===== config.mk =====
export PLATFORM = sky130hd
export DESIGN_NAME = kws_wb_port
export DESIGN_NICKNAME = d
export VERILOG_FILES = /design/src/rtl/kws_wb_port.sv
export SDC_FILE = /design/constraint.sdc
export NUM_CORES = 1
export LEC_CHECK = 0
export CAP_MARGIN = 20
export CORE_MARGIN = 4
export CORE_UTILIZATION = 60
export DETAILED_ROUTE_END_ITERATION = 10
export PLACE_DENSITY = 0.84
export SLEW_MARGIN = 0
export SYNTH_ARGS = -nofsm -noshare
export SYNTH_HDL_FRONTEND = slang
export SYNTH_SLANG_ARGS = --single-unit

===== constraint.sdc =====
create_clock -name wb_clk_i -period 7 [get_ports wb_clk_i]
set_input_delay 0.7 -clock wb_clk_i [delete_from_list [all_inputs] [get_ports wb_clk_i]]
set_output_delay 0.7 -clock wb_clk_i [all_outputs]
set_load 0.01 [all_outputs]

===== src/rtl/kws_wb_port.sv =====
// Wishbone classic slave feeding audio samples to the KWS core and capturing results.
// Optional frame counter at offset 0x14 is built when KWS_WB_FRAMECNT_EN is defined.
`timescale 1ns/1ps
module kws_wb_port #(
  parameter logic [31:0] BASE_ADDR  = 32'h3000_0000,
  parameter logic [31:0] ADDR_MASK  = 32'h0000_00FF,
  parameter int          SAMPLE_W   = 16,
  parameter int          FIFO_DEPTH = 16,
  parameter int          RES_W      = 8
) (
  input  logic                wb_clk_i,
  input  logic                wb_rst_i,
  input  logic                wbs_cyc_i,
  input  logic                wbs_stb_i,
  input  logic                wbs_we_i,
  input  logic [3:0]          wbs_sel_i,
  input  logic [31:0]         wbs_adr_i,
  input  logic [31:0]         wbs_dat_i,
  output logic                wbs_ack_o,
  output logic [31:0]         wbs_dat_o,
  output logic [SAMPLE_W-1:0] smp_data_o,
  output logic                smp_valid_o,
  input  logic                smp_ready_i,
  input  logic [RES_W-1:0]    res_data_i,
  input  logic                res_valid_i,
  output logic                irq_o
);

  localparam int PW = $clog2(FIFO_DEPTH);
  localparam int CW = PW + 1;

  localparam logic [31:0] OFF_CTRL     = 32'h0000_0000;
  localparam logic [31:0] OFF_STATUS   = 32'h0000_0004;
  localparam logic [31:0] OFF_SAMPLE   = 32'h0000_0008;
  localparam logic [31:0] OFF_RESULT   = 32'h0000_000C;
  localparam logic [31:0] OFF_FRAMECNT = 32'h0000_0014;

  logic                enable;
  logic                irq_en;
  logic                overflow;
  logic                result_valid;
  logic [RES_W-1:0]    result;
  logic [SAMPLE_W-1:0] mem [FIFO_DEPTH];
  logic [PW-1:0]       wr_ptr;
  logic [PW-1:0]       rd_ptr;
  logic [CW-1:0]       count;
  logic [8:0]          count9;
  logic [31:0]         frame_rd;
  logic [31:0]         rd_mux;

  logic        hit;
  logic [31:0] off;
  logic        acc;
  logic        wr;
  logic        rd;
  logic        empty;
  logic        full;
  logic        pop;
  logic        push;
  logic        push_ok;
  logic        fifo_clr;

  assign hit  = wbs_cyc_i & wbs_stb_i & ((wbs_adr_i & ~ADDR_MASK) == BASE_ADDR);
  assign off  = wbs_adr_i & ADDR_MASK;
  // The access commits at the end of the ack cycle, while the master still holds the request.
  assign acc  = wbs_ack_o & hit;
  assign wr   = acc & wbs_we_i & wbs_sel_i[0];
  assign rd   = acc & ~wbs_we_i;

  assign empty    = (count == {CW{1'b0}});
  assign full     = (count == CW'(FIFO_DEPTH));
  assign pop      = smp_valid_o & smp_ready_i;
  assign push     = wr & (off == OFF_SAMPLE);
  assign push_ok  = push & (~full | pop);
  assign fifo_clr = wr & (off == OFF_CTRL) & wbs_dat_i[1];
  assign count9   = 9'(count);

  assign smp_valid_o = enable & ~empty;
  assign smp_data_o  = empty ? {SAMPLE_W{1'b0}} : mem[rd_ptr];

  logic unused_bits;
  assign unused_bits = ^{wbs_sel_i[3:1], wbs_dat_i, count9[8]};

  // Bus handshake: one-cycle ack per hit, read data presented alongside it.
  always_ff @(posedge wb_clk_i) begin
    if (wb_rst_i) begin
      wbs_ack_o <= 1'b0;
      wbs_dat_o <= 32'h0;
    end else begin
      wbs_ack_o <= hit & ~wbs_ack_o;
      wbs_dat_o <= (hit & ~wbs_ack_o & ~wbs_we_i) ? rd_mux : 32'h0;
    end
  end

  // Register read multiplexer.
  always_comb begin
    rd_mux = 32'h0;
    case (off)
      OFF_CTRL:     rd_mux = {29'h0, irq_en, 1'b0, enable};
      OFF_STATUS:   rd_mux = {16'h0, count9[7:0], 4'h0, overflow, result_valid, full, empty};
      OFF_RESULT:   rd_mux = 32'(result);
      OFF_FRAMECNT: rd_mux = frame_rd;
      default:      rd_mux = 32'h0;
    endcase
  end

  // Control and sticky overflow flag.
  always_ff @(posedge wb_clk_i) begin
    if (wb_rst_i) begin
      enable   <= 1'b0;
      irq_en   <= 1'b0;
      overflow <= 1'b0;
    end else begin
      if (wr && (off == OFF_CTRL)) begin
        enable <= wbs_dat_i[0];
        irq_en <= wbs_dat_i[2];
      end
      if (push & full & ~pop) begin
        overflow <= 1'b1;
      end else if (wr && (off == OFF_STATUS) && wbs_dat_i[3]) begin
        overflow <= 1'b0;
      end
    end
  end

  // FIFO pointers and occupancy; a clear overrides any concurrent pop.
  always_ff @(posedge wb_clk_i) begin
    if (wb_rst_i || fifo_clr) begin
      wr_ptr <= {PW{1'b0}};
      rd_ptr <= {PW{1'b0}};
      count  <= {CW{1'b0}};
    end else begin
      if (push_ok) begin
        wr_ptr <= wr_ptr + {{(PW-1){1'b0}}, 1'b1};
      end
      if (pop) begin
        rd_ptr <= rd_ptr + {{(PW-1){1'b0}}, 1'b1};
      end
      case ({push_ok, pop})
        2'b10:   count <= count + {{(CW-1){1'b0}}, 1'b1};
        2'b01:   count <= count - {{(CW-1){1'b0}}, 1'b1};
        default: count <= count;
      endcase
    end
  end

  // Sample storage; contents need no reset since the head output is gated by empty.
  always_ff @(posedge wb_clk_i) begin
    if (push_ok) begin
      mem[wr_ptr] <= wbs_dat_i[SAMPLE_W-1:0];
    end
  end

  // Result capture; a new result wins over the clear from a concurrent RESULT read.
  always_ff @(posedge wb_clk_i) begin
    if (wb_rst_i) begin
      result       <= {RES_W{1'b0}};
      result_valid <= 1'b0;
      irq_o        <= 1'b0;
    end else begin
      if (res_valid_i) begin
        result       <= res_data_i;
        result_valid <= 1'b1;
      end else if (rd && (off == OFF_RESULT)) begin
        result_valid <= 1'b0;
      end
      irq_o <= irq_en & result_valid;
    end
  end

`ifdef KWS_WB_FRAMECNT_EN
  logic [31:0] frame_cnt;

  // Popped-sample counter, wrapping naturally at 2^32.
  always_ff @(posedge wb_clk_i) begin
    if (wb_rst_i || fifo_clr) begin
      frame_cnt <= 32'h0;
    end else if (pop) begin
      frame_cnt <= frame_cnt + 32'h1;
    end
  end

  assign frame_rd = frame_cnt;
`else
  assign frame_rd = 32'h0;
`endif

endmodule


# Word-level counts from Yosys, hierarchy flattened
# Memories as Yosys holds them, arrays and structs flattened. A register that Yosys moved wholly into a read port is not among the register bits.
# Index checks and enable logic that the tools add are counted.
[op_classes] addsub=4 mul=0 n_div=0 order_cmp=0 n_eq_ne=7 shift=0 n_mux=11 bitwise=24 n_reduce_logical=11
[op_table] op="$pmux 13 s3" n=1
[op_table] op="$logic_not 32->1" n=1
[op_table] op="$eq 24x22->1 const B" n=1
[op_table] op="$and 1x1->1" n=17
[op_table] op="$eq 8x4->1 const B" n=2
[op_table] op="$mux 16" n=1
[op_table] op="$pmux 5 s2" n=1
[op_table] op="$add 4x1->4 const B" n=2
[op_table] op="$eq 8x3->1 const B" n=1
[op_table] op="$mux 4" n=2
[op_table] op="$mux 1" n=6
[op_table] op="$not 1->1" n=6
[op_table] op="$reduce_bool 2->1" n=3
[op_table] op="$add 5x1->5 const B" n=1
[op_table] op="$eq 5x5->1 const B" n=1
[op_table] op="$logic_not 5->1" n=1
[op_table] op="$sub 5x1->5 const B" n=1
[op_table] op="$logic_and 1x1->1" n=4
[op_table] op="$eq 2x1->1 const B" n=1
[op_table] op="$eq 2x2->1 const B" n=1
[op_table] op="$reduce_or 2->1" n=1
[op_table] op="$logic_or 1x1->1" n=1
[op_table] op="$or 1x1->1" n=1
[totals] register_bits=59 latch_bits=0 mem_bits_rw=256 romBits=0 inputBits=83 n_memories=1
[mem_list] memory="mem" words=16 word_bits=16 rd=1 rd_clocked_by_memory_dff=1 write_ports=1 line_no="43" text="logic [SAMPLE_W-1:0] mem [FIFO_DEPTH];"

# Longest topological paths before layout
[depth] word_depth=9 depth_mapped=13

# Worst setup path before layout
# Ideal clock, no wire load.
[synth_path] path_kind="input port to flip-flop" start="input port wbs_adr_i[3]" end="memory mem[3][0], enable pin" setup_ns=0.409 arrival_time_ns=3.259 slack_ns=3.331 stages=6 n_path_buf=1 cell_sequence="clkbuf_1 -> nor2b_1 -> nand4_1 -> nor4_2 -> nand2_1 -> nor3_1"
[synth_between] elab_chain_len=5
[synth_lines] item="start, declared" line_no="17" text="input logic [31:0] wbs_adr_i,"
[synth_lines] item="$eq 8x4->1" line_no="73" text="assign push = wr & (off == OFF_SAMPLE);"
[synth_lines] item="$and 1x1->1" line_no="73"
[synth_lines] item="$and 1x1->1" line_no="74" text="assign push_ok = push & (~full | pop);"
[synth_lines] item="$mux 1" line_no="149" text="if (push_ok) begin"
[synth_lines] item="$mux 1 (implied by the code)" line_no="150" text="mem[wr_ptr] <= wbs_dat_i[SAMPLE_W-1:0];"
[synth_lines] item="end, declared" line_no="43"
# No other way between the ends.

==> run_summary.xml <==
<?xml version="1.0" encoding="UTF-8"?>
<metrics>
  <group name="clock_network">
    <metric name="cts_root_buf" unit="">sky130_fd_sc_hd__clkbuf_16</metric>
    <metric name="clock_sink_count" unit="">300</metric>
    <metric name="clock_tree.htree_level_count" unit="">1</metric>
    <metric name="cts_resized" unit="">0</metric>
    <metric name="cts.path.max_buffers" unit="">3</metric>
    <metric name="number_of_buffers_inserted_by_hold_repair_at_cts" unit="">0</metric>
    <metric name="tritoncts" unit="">yes</metric>
    <metric name="cts_setup_buffers" unit="">0</metric>
    <metric name="clock_latency_late_sink" unit="ps">530</metric>
    <metric name="clkSlewWorstSetupHoldPaths" unit="ps">60</metric>
    <metric name="cts_inserted_buffers" unit="">29</metric>
  </group>
  <group name="synthesis">
    <metric name="yosys_warnings" unit="">0</metric>
    <metric name="number_of_storage_elements_in_the_synthesis_netlist" unit="">300</metric>
    <metric name="ys_async_sr_fraction" unit="%">0</metric>
    <metric name="synth-edff-count" unit="">256</metric>
    <metric name="synth_simple_gate_area_share" unit="%">5.70</metric>
    <metric name="leading_register_cell_type_out_of_synthesis" unit="">sky130_fd_sc_hd__edfxtp_1</metric>
    <metric name="synth_area" unit="sq um">11800</metric>
    <metric name="synth_xor_area_share" unit="%">0.667</metric>
    <metric name="synthCells" unit="">617</metric>
    <metric name="ys_seq_area_share" unit="%">72.5</metric>
    <metric name="synth.area.mux_share" unit="%">16.6</metric>
    <metric name="adder_cell_fraction_of_synth_area" unit="%">1.02</metric>
    <metric name="yosys.cell_types.count" unit="">46</metric>
    <metric name="largest_family_of_logic_cells_by_synthesized_area" unit="">multiplexers</metric>
    <metric name="synth-compound-area-share" unit="%">1.03</metric>
    <metric name="avgSynthCellArea" unit="sq um">19.2</metric>
  </group>
  <group name="setup_path">
    <metric name="timing.critical_path.arrival" unit="ps">3770</metric>
    <metric name="regToRegEndpoint" unit="">mem[7][5]</metric>
    <metric name="timing.critical_path.required" unit="ps">6300</metric>
    <metric name="path_class" unit="">reg2out</metric>
    <metric name="nature_of_the_critical_path_endpoint" unit="">output pin</metric>
    <metric name="setup.reg_to_reg.worst_slack" unit="ps">3540</metric>
    <metric name="cells_on_worst_reg2reg_path" unit="">6</metric>
    <metric name="worst_r2r_startpoint" unit="">wbs_ack_o</metric>
    <metric name="timing.critical_path.from_type" unit="">flop</metric>
    <metric name="crit_path_max_fanout" unit="">36</metric>
  </group>
  <group name="min_path">
    <metric name="hold-path-cell-count" unit="">2</metric>
    <metric name="worst_hold_path_type" unit="">reg2reg</metric>
    <metric name="min-delay-start" unit="">rd_ptr[1]</metric>
  </group>
  <group name="sta">
    <metric name="fmaxAchievable" unit="MHz">224</metric>
    <metric name="timing_worst_slew_pin_value" unit="ps">1140</metric>
    <metric name="maxSlewViolCount" unit="">0</metric>
    <metric name="final.setup.tns" unit="ps">0</metric>
    <metric name="final_min_period_over_clock_period" unit="%">63.8</metric>
    <metric name="max-slew-margin-rel" unit="%">23.6</metric>
    <metric name="setup_viol" unit="">0</metric>
    <metric name="min_period" unit="ps">4470</metric>
    <metric name="rsz0062_at_grt" unit="">no</metric>
    <metric name="hold_viol_final" unit="">0</metric>
    <metric name="finClkSkew" unit="ps">9.33</metric>
  </group>
  <group name="routing">
    <metric name="final_antenna_net_count" unit="">0</metric>
    <metric name="drtPass1Iterations" unit="">5</metric>
    <metric name="routed_wl" unit="um">26400</metric>
    <metric name="first_iter_violations" unit="">598</metric>
    <metric name="routed_via_density" unit="">6.17</metric>
    <metric name="wl_per_cell" unit="um">25.9</metric>
    <metric name="post-route-drc-count" unit="">0</metric>
    <metric name="via_count" unit="">6289</metric>
  </group>
  <group name="grt">
    <metric name="vias_in_the_first_global_route" unit="">6588</metric>
    <metric name="grt_start_max_net_pins" unit="">65</metric>
    <metric name="grt_usage" unit="%">24.3</metric>
    <metric name="overflow" unit="">0</metric>
    <metric name="grt_first_pass_wirelength" unit="um">39600</metric>
    <metric name="antenna_found_initial" unit="">0</metric>
  </group>
  <group name="power_and_ir_drop">
    <metric name="p_leak" unit="nW">4.53</metric>
    <metric name="power_per_cell_area" unit="nW/um^2">258</metric>
    <metric name="worst_ir_drop_vdd" unit="V">0.000161</metric>
  </group>
  <group name="job">
    <metric name="drv.max_cap_violation_count" unit="">0</metric>
  </group>
  <group name="cells_and_area">
    <metric name="post_layout_inst_area" unit="sq um">14100</metric>
    <metric name="utilization" unit="%">72.7</metric>
    <metric name="fillers" unit="">1091</metric>
    <metric name="syn_to_final_growth" unit="%">19.3</metric>
    <metric name="final_common_cell" unit="">sky130_fd_sc_hd__edfxtp_1</metric>
    <metric name="finish.net_count" unit="">825</metric>
    <metric name="antenna_diode_instance_count" unit="">0</metric>
    <metric name="drive_above_1_share" unit="%">22.0</metric>
    <metric name="mostFrequentLayoutCells" unit="">256 x sky130_fd_sc_hd__edfxtp_1, 95 x sky130_fd_sc_hd__clkdlybuf4s50_1, 80 x sky130_fd_sc_hd__mux4_2, 45 x sky130_fd_sc_hd__nor2_1, 42 x sky130_fd_sc_hd__dfxtp_1</metric>
  </group>
  <group name="placement">
    <metric name="gp_congestion" unit="">0.843</metric>
    <metric name="place.port_buffers" unit="">95</metric>
    <metric name="postPlaceCellArea" unit="sq um">13100</metric>
    <metric name="dp_hpwl" unit="um">15300</metric>
  </group>
  <group name="die">
    <metric name="die_area" unit="sq um">22000</metric>
    <metric name="floorplan.initialDensity" unit="%">61.0</metric>
    <metric name="io_pins" unit="">134</metric>
    <metric name="core-area" unit="sq um">19400</metric>
    <metric name="die-height" unit="um">148</metric>
    <metric name="die_width" unit="um">148</metric>
    <metric name="core.rowCount" unit="">51</metric>
  </group>
  <group name="status">
    <metric name="outcome" unit="">completed</metric>
  </group>
</metrics>
## final cells by class
class                      count  area [sq um]  area share (%)
multi-input combinational    278          3050            21.6
inverter                       8          30.0           0.213
clock inverter                22           251            1.78
timing repair buffer         116          1120            7.91
sequential                   300          8570            60.8
clock buffer                  31           753            5.34
tap                          265           332            2.35
## power by group
group	switching (mW)	internal (mW)	total, mW
combinational	0.0414	0.0370	0.0784
clock	0.659	0.966	1.62
sequential	0.00198	1.94	1.94
## stage by stage
| step | std cells | hold slack (ps) | power, mW | setup WS (ps) |
|---|---|---|---|---|
| 2_1_floorplan | 635 | 449 | 2.00 | 3330 |
| 3_3_place_gp | 965 | 465 | 2.05 | 2710 |
| 3_5_place_dp | 965 | 485 | 2.05 | 2520 |
| 4_1_cts | 1018 | 501 | 3.65 | 2380 |
| 5_1_grt | 1020 | 523 | 3.74 | 2290 |
| 6_report | 1020 | 500 | 3.64 | 2530 |
## state kept, by name (all words and copies together) (netlist names), named ones only
register      cells
wbs_ack_o         1
enable            1
irq_en            1
overflow          1
wr_ptr            4
result_valid      1
mem             256
count             5
result            8
wbs_dat_o        13
rd_ptr            4
irq_o             1
## cells in the mapped netlist (4+ instances only)
cell                       number  area (sq um)
sky130_fd_sc_hd__nand2b_1       4          25.0
sky130_fd_sc_hd__buf_4         19           143
sky130_fd_sc_hd__clkbuf_1      17          63.8
sky130_fd_sc_hd__ha_1           8           100
sky130_fd_sc_hd__and3_1         6          37.5
sky130_fd_sc_hd__mux4_2        80          1800
sky130_fd_sc_hd__dfxtp_1       44           881
sky130_fd_sc_hd__xnor2_1        5          43.8
sky130_fd_sc_hd__nor2b_1       20           125
sky130_fd_sc_hd__edfxtp_1     256          7690
sky130_fd_sc_hd__inv_1          8          30.0
sky130_fd_sc_hd__nor4_1         5          31.3
sky130_fd_sc_hd__nor2_1        45           169
sky130_fd_sc_hd__a21oi_1        5          25.0
sky130_fd_sc_hd__mux2i_1       14           140
sky130_fd_sc_hd__nand2_1       14          52.6
sky130_fd_sc_hd__nor3_1        10          50.1
sky130_fd_sc_hd__buf_2          8          40.0
sky130_fd_sc_hd__xor2_1         4          35.0
sky130_fd_sc_hd__buf_1          5          18.8
## logic make-up (layout without fill, tap and decap cells)
family	count (synthesis)	after routing
compound gates	18	18
xor+xnor	9	9
fa+ha+maj	9	9
buf+inv	57	177
flops	300	300
mux	96	96
other cells	1	19
simple gates	127	127
## worst max-delay path, stage by stage (launching register included)
cell and delay [ps]:
sky130_fd_sc_hd__dfxtp_4 720, sky130_fd_sc_hd__buf_4 670, sky130_fd_sc_hd__mux4_2 620, sky130_fd_sc_hd__mux4_2 470, sky130_fd_sc_hd__nor2b_1 160, sky130_fd_sc_hd__clkdlybuf4s50_1 530
## worst max-delay path by stage
stage | startpoint | end | depth (start not counted)
6_report | flop | smp_data_o[2] | 5
5_1_grt | flop | smp_data_o[2] | 5
4_1_cts | flop | smp_data_o[2] | 5
3_5_place_dp | wbs_adr_i[3] | mem[7][6] | 7
3_3_place_gp | wbs_adr_i[3] | mem[7][5] | 7
2_1_floorplan | wbs_adr_i[3] | mem[3][0] | 6
## per-layer routing
layer	share of wire, %	vias up	global-route usage, %
met3	6.7	83	3.50
met5	0	-	0
met1	36	3211	31.0
met2	54	343	42.8
li1	-	2652	-
met4	3.8	0	9.33
No activity file was read; power rests on OpenSTA's default activity.
